File: src/rtl/conv_ctrl.sv
// conv_ctrl: sequencer for the IF_PORT x K_NUM weight-stationary MAC array.
// It loads a kernel set (PREFETCH) and streams one OF_WIDTH x OF_HEIGHT frame
// (CONV). It also follows the array's skewed pipeline to produce per-column
// output strobes and coordinates, and pulses of_done after the last result.
//
// Handshake: a patch transfers on every cycle where if_valid && if_ready.
// if_ready is decoded from registered state only, so the source may safely
// make if_valid depend on if_ready. Weight words have no ready: in PREFETCH
// every k_valid cycle is consumed and shifts the weight chain one stage.
module conv_ctrl #(
    parameter int IF_PORT   = 27,
    parameter int K_NUM     = 3,
    parameter int OF_WIDTH  = 128,
    parameter int OF_HEIGHT = 128
) (
    input  logic                         clk,
    input  logic                         rst,
    input  logic                         k_prefetch,
    input  logic                         k_valid,
    input  logic                         if_start,
    input  logic                         if_valid,
    output logic                         if_ready,
    output logic                         prefetch,
    output logic                         conv,
    output logic [K_NUM-1:0]             of_valid,
    output logic [$clog2(OF_WIDTH)-1:0]  of_x,
    output logic [$clog2(OF_HEIGHT)-1:0] of_y,
    output logic                         busy,
    output logic                         of_done,
    output logic [2:0]                   fsm_state
);

    localparam int N_PIX = OF_WIDTH * OF_HEIGHT;
    localparam int CW    = $clog2(N_PIX + 1);
    localparam int DL    = IF_PORT + K_NUM;
    localparam int WCW   = $clog2(IF_PORT + 1);
    localparam int XW    = $clog2(OF_WIDTH);
    localparam int YW    = $clog2(OF_HEIGHT);
    // The acceptance edge itself is the first delay stage, so the stored
    // line is one stage shorter than the full DL-cycle pipeline.
    localparam int LW    = DL - 1;

    localparam logic [2:0] S_IDLE     = 3'd0;
    localparam logic [2:0] S_PREFETCH = 3'd1;
    localparam logic [2:0] S_READY    = 3'd2;
    localparam logic [2:0] S_CONV     = 3'd3;
    localparam logic [2:0] S_DRAIN    = 3'd4;
    localparam logic [2:0] S_DONE     = 3'd5;

    logic [2:0]     state;
    logic [2:0]     state_nxt;
    logic [WCW-1:0] wcnt;
    logic [CW-1:0]  pcnt;
    logic [LW-1:0]  line;
    logic [LW-1:0]  line_nxt;
    logic           accept;

    assign fsm_state = state;
    assign if_ready  = (state == S_CONV);
    assign conv      = (state == S_CONV) || (state == S_DRAIN);
    assign prefetch  = (state == S_PREFETCH) && k_valid;
    assign busy      = (state != S_IDLE) && (state != S_READY);
    assign of_done   = (state == S_DONE);
    assign accept    = if_ready && if_valid;
    assign line_nxt  = (line << 1) | LW'(accept);

    // Column j sees a patch j cycles after column 0 because of the array skew.
    always_comb begin
        of_valid = '0;
        for (int j = 0; j < K_NUM; j++) begin
            of_valid[j] = line[IF_PORT + j - 1];
        end
    end

    // Next-state decode; k_prefetch beats if_start in READY.
    always_comb begin
        state_nxt = state;
        case (state)
            S_IDLE:     if (k_prefetch) state_nxt = S_PREFETCH;
            S_PREFETCH: if (k_valid && (wcnt == WCW'(IF_PORT - 1))) state_nxt = S_READY;
            S_READY: begin
                if (k_prefetch)    state_nxt = S_PREFETCH;
                else if (if_start) state_nxt = S_CONV;
            end
            S_CONV:     if (accept && (pcnt == CW'(N_PIX - 1))) state_nxt = S_DRAIN;
            // Leave once the last in-flight strobe has been shifted out.
            S_DRAIN:    if (line_nxt == '0) state_nxt = S_DONE;
            S_DONE:     state_nxt = S_READY;
            default:    state_nxt = S_IDLE;
        endcase
    end

    // State register and valid delay line.
    always_ff @(posedge clk or negedge rst) begin
        if (!rst) begin
            state <= S_IDLE;
            line  <= '0;
        end else begin
            state <= state_nxt;
            line  <= line_nxt;
        end
    end

    // Weight counter: cleared when a (re)load starts, counts accepted words.
    always_ff @(posedge clk or negedge rst) begin
        if (!rst) begin
            wcnt <= '0;
        end else if ((state != S_PREFETCH) && (state_nxt == S_PREFETCH)) begin
            wcnt <= '0;
        end else if ((state == S_PREFETCH) && k_valid) begin
            wcnt <= wcnt + 1'b1;
        end
    end

    // Pixel counter: cleared at frame start, counts accepted patches.
    always_ff @(posedge clk or negedge rst) begin
        if (!rst) begin
            pcnt <= '0;
        end else if ((state == S_READY) && (state_nxt == S_CONV)) begin
            pcnt <= '0;
        end else if (accept) begin
            pcnt <= pcnt + 1'b1;
        end
    end

    // Output coordinates follow column 0; x wraps into the next row.
    always_ff @(posedge clk or negedge rst) begin
        if (!rst) begin
            of_x <= '0;
            of_y <= '0;
        end else if ((state == S_READY) && (state_nxt == S_CONV)) begin
            of_x <= '0;
            of_y <= '0;
        end else if (of_valid[0]) begin
            if (of_x == XW'(OF_WIDTH - 1)) begin
                of_x <= '0;
                of_y <= (of_y == YW'(OF_HEIGHT - 1)) ? '0 : of_y + 1'b1;
            end else begin
                of_x <= of_x + 1'b1;
            end
        end
    end

endmodule

File: config.mk
export PLATFORM = sky130hd
export DESIGN_NAME = conv_ctrl
export DESIGN_NICKNAME = d
export VERILOG_FILES = /design/src/rtl/conv_ctrl.sv
export SDC_FILE = /design/constraint.sdc
export NUM_CORES = 1
export LEC_CHECK = 0
export ABC_AREA = 0
export CELL_PAD_IN_SITES_DETAIL_PLACEMENT = 1
export CELL_PAD_IN_SITES_GLOBAL_PLACEMENT = 1
export CORE_ASPECT_RATIO = 1.4
export CORE_UTILIZATION = 40
export CTS_CLUSTER_SIZE = 24
export DETAILED_ROUTE_END_ITERATION = 12
export GPL_ROUTABILITY_DRIVEN = 0
export PLACE_DENSITY = 0.73
export SYNTH_ARGS = -nofsm -noshare
export SYNTH_HDL_FRONTEND = slang
export SYNTH_SLANG_ARGS = --single-unit
File: constraint.sdc
create_clock -name clk -period 1.55 [get_ports clk]
set_input_delay 0.31 -clock clk [delete_from_list [all_inputs] [get_ports clk]]
set_output_delay 0.31 -clock clk [all_outputs]
set_load 0.03 [all_outputs]
# Word-level counts from Yosys, hierarchy flattened
# Cells that the tools add are included.
# W data, S select, Z words.
# classes
n_bitwise	1
reduce_logical	16
add_sub_neg	4
muxes	18
n_eq_ne	13
# op_table
cell	n
$mux W7	7
$mux W15	2
$logic_not A29 Y1	1
$or A29 B1 Y29	1
$mux W3	6
$pmux W3 S6	1
$add A15 B1 Y15 const B	1
$eq A15 B14 Y1 const B	1
$add A7 B1 Y7 const B	2
$eq A7 B7 Y1 const B	2
$mux W5	2
$eq A3 B2 Y1 const B	3
$reduce_bool A2 Y1	4
$logic_and A1 B1 Y1	7
$eq A3 B1 Y1 const B	2
$eq A3 B3 Y1 const B	2
$add A5 B1 Y5 const B	1
$eq A5 B5 Y1 const B	1
$logic_not A3 Y1	1
$ne A3 B1 Y1 const B	1
$ne A3 B2 Y1 const B	1
$reduce_bool A3 Y1	1
$reduce_and A2 Y1	1
$logic_or A1 B1 Y1	1
# word_totals
reg_bits	66
wordCells	58
input_bits	6

# Depth between registers and ports, before layout
# Gate-level depths: netlist (run 1).
# logic_depth
ltp_word	10
mapped_depth	7

# Least setup slack after synthesis (run 1)
# OpenSTA, ideal clock, no wires.
# synth_path
path_type	reg2reg
start	reg of_x[0]
end	reg of_y[6]
arrival_ns	1.757
stages_incl_launch_ff	6
required_time_ns	1.425
n_path_buf	0
setup_time_ns	0.125
setup_slack_ns	-0.332
cell_sequence	dfrtp_1 ha_1 nand4_2 nor3_1 nand3_1 mux2_2
# synth_via
elab_chain_len	3
# synth_lines
element	line_no	rtl
from (decl)	26	output logic [$clog2(OF_WIDTH)-1:0] of_x,
from (signal assigned)	139	of_x <= of_x + 1'b1;
$eq A7 B7 Y1	135	if (of_x == XW'(OF_WIDTH - 1)) begin
$reduce_bool A2 Y1 (no line)	-	
$reduce_and A2 Y1 (no line)	-	
to (signal assigned)	137	of_y <= (of_y == YW'(OF_HEIGHT - 1)) ? '0 : of_y + 1'b1;
to (decl)	27	output logic [$clog2(OF_HEIGHT)-1:0] of_y,
# Every way passes these cells.
# A chain may end at the register's enable or synchronous reset.

# Worst setup path after layout (run 1)
# layout_path
start	reg state[0], in the netlist fsm_state[0]
end	out conv
# layout_via
elab_chain_len	2
word_cells_on_any_way	3
classes_between	eq/ne (2); reduce/logical (1)
# layout_lines
element	line_no	rtl
from (decl)	50	logic [2:0] state;
from (signal assigned)	99	state <= state_nxt;
$eq A3 B2 Y1 or $eq A3 B3 Y1 (tied branches)	60	assign conv = (state == S_CONV) || (state == S_DRAIN);
$logic_or A1 B1 Y1 *	60	
to (decl)	24	output logic conv,
# Every way passes the cells marked *; elsewhere a longest branch is shown, timed or not.

==> metrics, run 1 <==
Top-Level Pins=31; worst setup margin=-0.256 ns; Final min period=1.81 ns; slowest stage delay, CP=between 0.4 and 0.5 ns; Syn Inst Count=239; Synth Net Count=250; post-synth cell types=37; fin crit share=1.17; Setup CP Type=reg -> out; most used cell, CP=buf_6; largest net degree at the start of global routing=between 60 and 70; Worst path slowest cell=dfrtp_2; DRC=0; Syn. warnings=0; worst-margin pin slew=0.353 ns; violated checks=setup timing; leakage power=between 1.5 and 2 nW; Rows=35; dpl ws=-0.301 ns; number of global-route vias before repair=2405; Power Dens Cells=approximately 1300 mW/mm^2; Starting Density=0.411; Hold Crit Class=reg -> reg; Skew-Pair Late Insertion Delay=0.35 ns; Synth area leaders=dfrtp_1 (61%), xnor2_1 (5.2%), nor2_1 (4.3%); Fmax=about 550 MHz; Core Footprint=0.00657 sq mm; global-route wire length before repair=between 10000 and 15000 um; remaining antenna violation count=0; Reg clk slew, reported paths=0.08 ns; met2 WL=4590 um; layout cells sized above 1=0.441; Gate power share=0.314; Layout Nets=339; Internal=0.00354 W; Sink Count=66; critical path arrival=1.50 ns; Final Instance Area=slightly above 0.004 sq mm; placed inst area=~0.0033 sq mm; DIE HEIGHT=around 99 um; CP max FO=6; Worst Skew=roughly 0.015 ns; most frequent cells in the layout=dfrtp_1 (59), buf_4 (41), nor2_1 (26); CTS tree=built; Yosys top cell by area=dfrtp_1; drt pass-1 iters=6; CP Cell Sequence=buf_6, or3b_4, nand2_2, buf_6; initial antenna violation count=0; RSZ-0062 raised after global routing=true; H-Tree Depth=3; Area growth, synth to finish=52.3%; Post-Route WL=roughly 8400 um; Clk pwr share=0.273; Port Buffers=30; maximum VDD drop=between 700 and 800 uV; Final HPWL DP=about 4300 um; die area=roughly 0.0071 sq mm; average size of a mapped cell=11.3 sq um; Reg power frac=0.413; total grt overflow=0; Seq cells post-synth=66; wire per inst=20.7 um; met3 WL post-DR=173 um; CTS Root Cell=clkbuf_8; # setup viols final=35; Hold Vio Cnt, Final=0; max capacitance violation total=0; DR vias/cell=5.48; outcome=finished, violations left; CTS buffer count=9; Post-Syn Area=0.00270 sq mm; Clock Path Buffers=2; Total GRT Usage=0.232; Die Width=71.4 um; max-slew violations=0; NetSw=0.00198 W; Worst Path Required=1.24 ns; Vias=2230; starting DRC count in detailed routing=156; Critical Path End Type=primary output; Max-slew headroom=0.763; Met1 Routed Length=3370 um; # diodes=0; most common cell after layout, fill and taps aside=dfrtp_1; Net Sw Frac=0.359; type of origin of the critical path=flop; top sig layer=met4; Yosys top cell area share=0.612; sequential area share after synthesis=0.612
[sequential cells by signal (all words and copies together), names as in the netlist]
register,count
fsm_state,3
line,29
of_x,7
of_y,7
pcnt,15
wcnt,5
[kinds of logic after synthesis]
kind of cell,after synthesis,synth area share
XOR/XNOR,25,0.0811
buffers and inverters,18,0.0301
AND/OR/NAND/NOR,102,0.198
adder cells (fa/ha/maj),5,0.0232
AO/OA/AOI/OAI,21,0.0482
flip-flops,66,0.612
multiplexers,2,0.00788
[metal layers]
metal | global-route usage | vias to the layer above
met1 | 0.268 | 1153
met4 | 0.131 | 0
li1 | - | 1010
met2 | 0.397 | 40
met5 | 0 | -
met3 | 0.0496 | 27
[cell type report]
| cell class | count | area [sq um] |
|---|---|---|
| flip-flops and latches | 66 | 1660 |
| well taps | 74 | 92.6 |
| multi-input cells | 155 | 1320 |
| repair buffers | 88 | 808 |
| clock inverters | 7 | 77.6 |
| clock buffers | 9 | 124 |
| fillers | 672 | 2460 |
| inverters | 8 | 32.5 |
[power groups by stage]
| stage | logic [W] | registers (W) | clock network, W |
|---|---|---|---|
| 6_report | 0.00173 | 0.00228 | 0.00151 |
| 5_1_grt | 0.00186 | 0.00231 | 0.00160 |
| 4_1_cts | 0.00157 | 0.00224 | 0.00152 |
| 3_5_place_dp | 0.00135 | 0.00226 | 0 |
| 3_3_place_gp | 0.00129 | 0.00224 | 0 |
| 2_1_floorplan | 0.000615 | 0.00239 | 0 |
[path summary, 6_finish.rpt]
kind,slack [ns],depth (start not counted),from,to
max,-0.26,4,fsm_state[0],conv
min,0.38,0,line[25],line[26]
max reg2reg,-0.25,7,fsm_state[0],fsm_state[0]
min reg2reg,0.38,0,line[25],line[26]
max in group asynchronous,0.76,3,rst,fsm_state[1]
min in group asynchronous,0.50,3,rst,wcnt[0]
[Yosys cell counts]
cell,number
nand3_1,9
xnor2_1,16
or3_4,1
nor3_1,8
nor4_1,12
or2_2,3
a311o_1,1
a211oi_1,1
nand2_1,13
and4b_1,1
a211o_1,1
nand4_2,1
ha_1,5
buf_2,2
and2_1,1
a31o_2,1
o31ai_1,1
nand4b_1,2
mux2_2,1
o22ai_1,1
or3_1,3
o21ai_0,5
or3b_2,1
and3_1,3
a31oi_1,1
clkbuf_1,5
dfrtp_1,66
a21oi_1,8
xor2_1,9
mux2i_1,1
inv_1,8
a41o_1,1
nor2_1,31
nor4bb_1,1
nand4_1,11
buf_4,3
nor3b_1,1
[stage by stage]
stage / util / TNS, ns / hold WS, ns / std cells / power, W
2_1_floorplan: - / -0.107 / 0.0144 / 239 / 0.00301
3_3_place_gp: 0.508 / -6.29 / 0.352 / 366 / 0.00353
3_5_place_dp: 0.508 / -8.22 / 0.353 / 366 / 0.00361
4_1_cts: 0.587 / -2.46 / 0.372 / 395 / 0.00534
5_1_grt: 0.626 / -5.33 / 0.390 / 407 / 0.00576
6_report: 0.626 / -3.27 / 0.381 / 407 / 0.00552
[worst max-delay path, delay by kind of cell, from the launching register on]
kind	cells	cell delay, ns
flip-flops	1	0.42
buffers and inverters	2	0.25
AND/OR/NAND/NOR	2	0.46
[what timing repair did]
item	CTS	global route
endpoints found under the hold margin	66	0
endpoints found under the setup margin	52	44
pin swaps	23	28
resized for setup	86	51
buffers inserted	11	15
hold buffers	1	0
gates cloned	1	0
No activity file was read; power rests on OpenSTA's default activity.
==> inputs of run 2 (changes only) <==
--- a/config.mk
+++ b/config.mk
@@ -13,7 +13,9 @@
 export CTS_CLUSTER_SIZE = 24
 export DETAILED_ROUTE_END_ITERATION = 12
 export GPL_ROUTABILITY_DRIVEN = 0
+export HOLD_SLACK_MARGIN = 0.05
 export PLACE_DENSITY = 0.73
+export SLEW_MARGIN = 20
 export SYNTH_ARGS = -nofsm -noshare
 export SYNTH_HDL_FRONTEND = slang
 export SYNTH_SLANG_ARGS = --single-unit
==> results of run 2 <==
No change in the layout: final DEF, timing and power equal those of run 1.
==> inputs of run 3 (changes only) <==
--- a/config.mk
+++ b/config.mk
@@ -12,7 +12,6 @@
 export CORE_UTILIZATION = 40
 export CTS_CLUSTER_SIZE = 24
 export DETAILED_ROUTE_END_ITERATION = 12
-export GPL_ROUTABILITY_DRIVEN = 0
 export HOLD_SLACK_MARGIN = 0.05
 export PLACE_DENSITY = 0.73
 export SLEW_MARGIN = 20
==> results of run 3 <==
No change in the layout: final DEF, timing and power equal those of run 1.
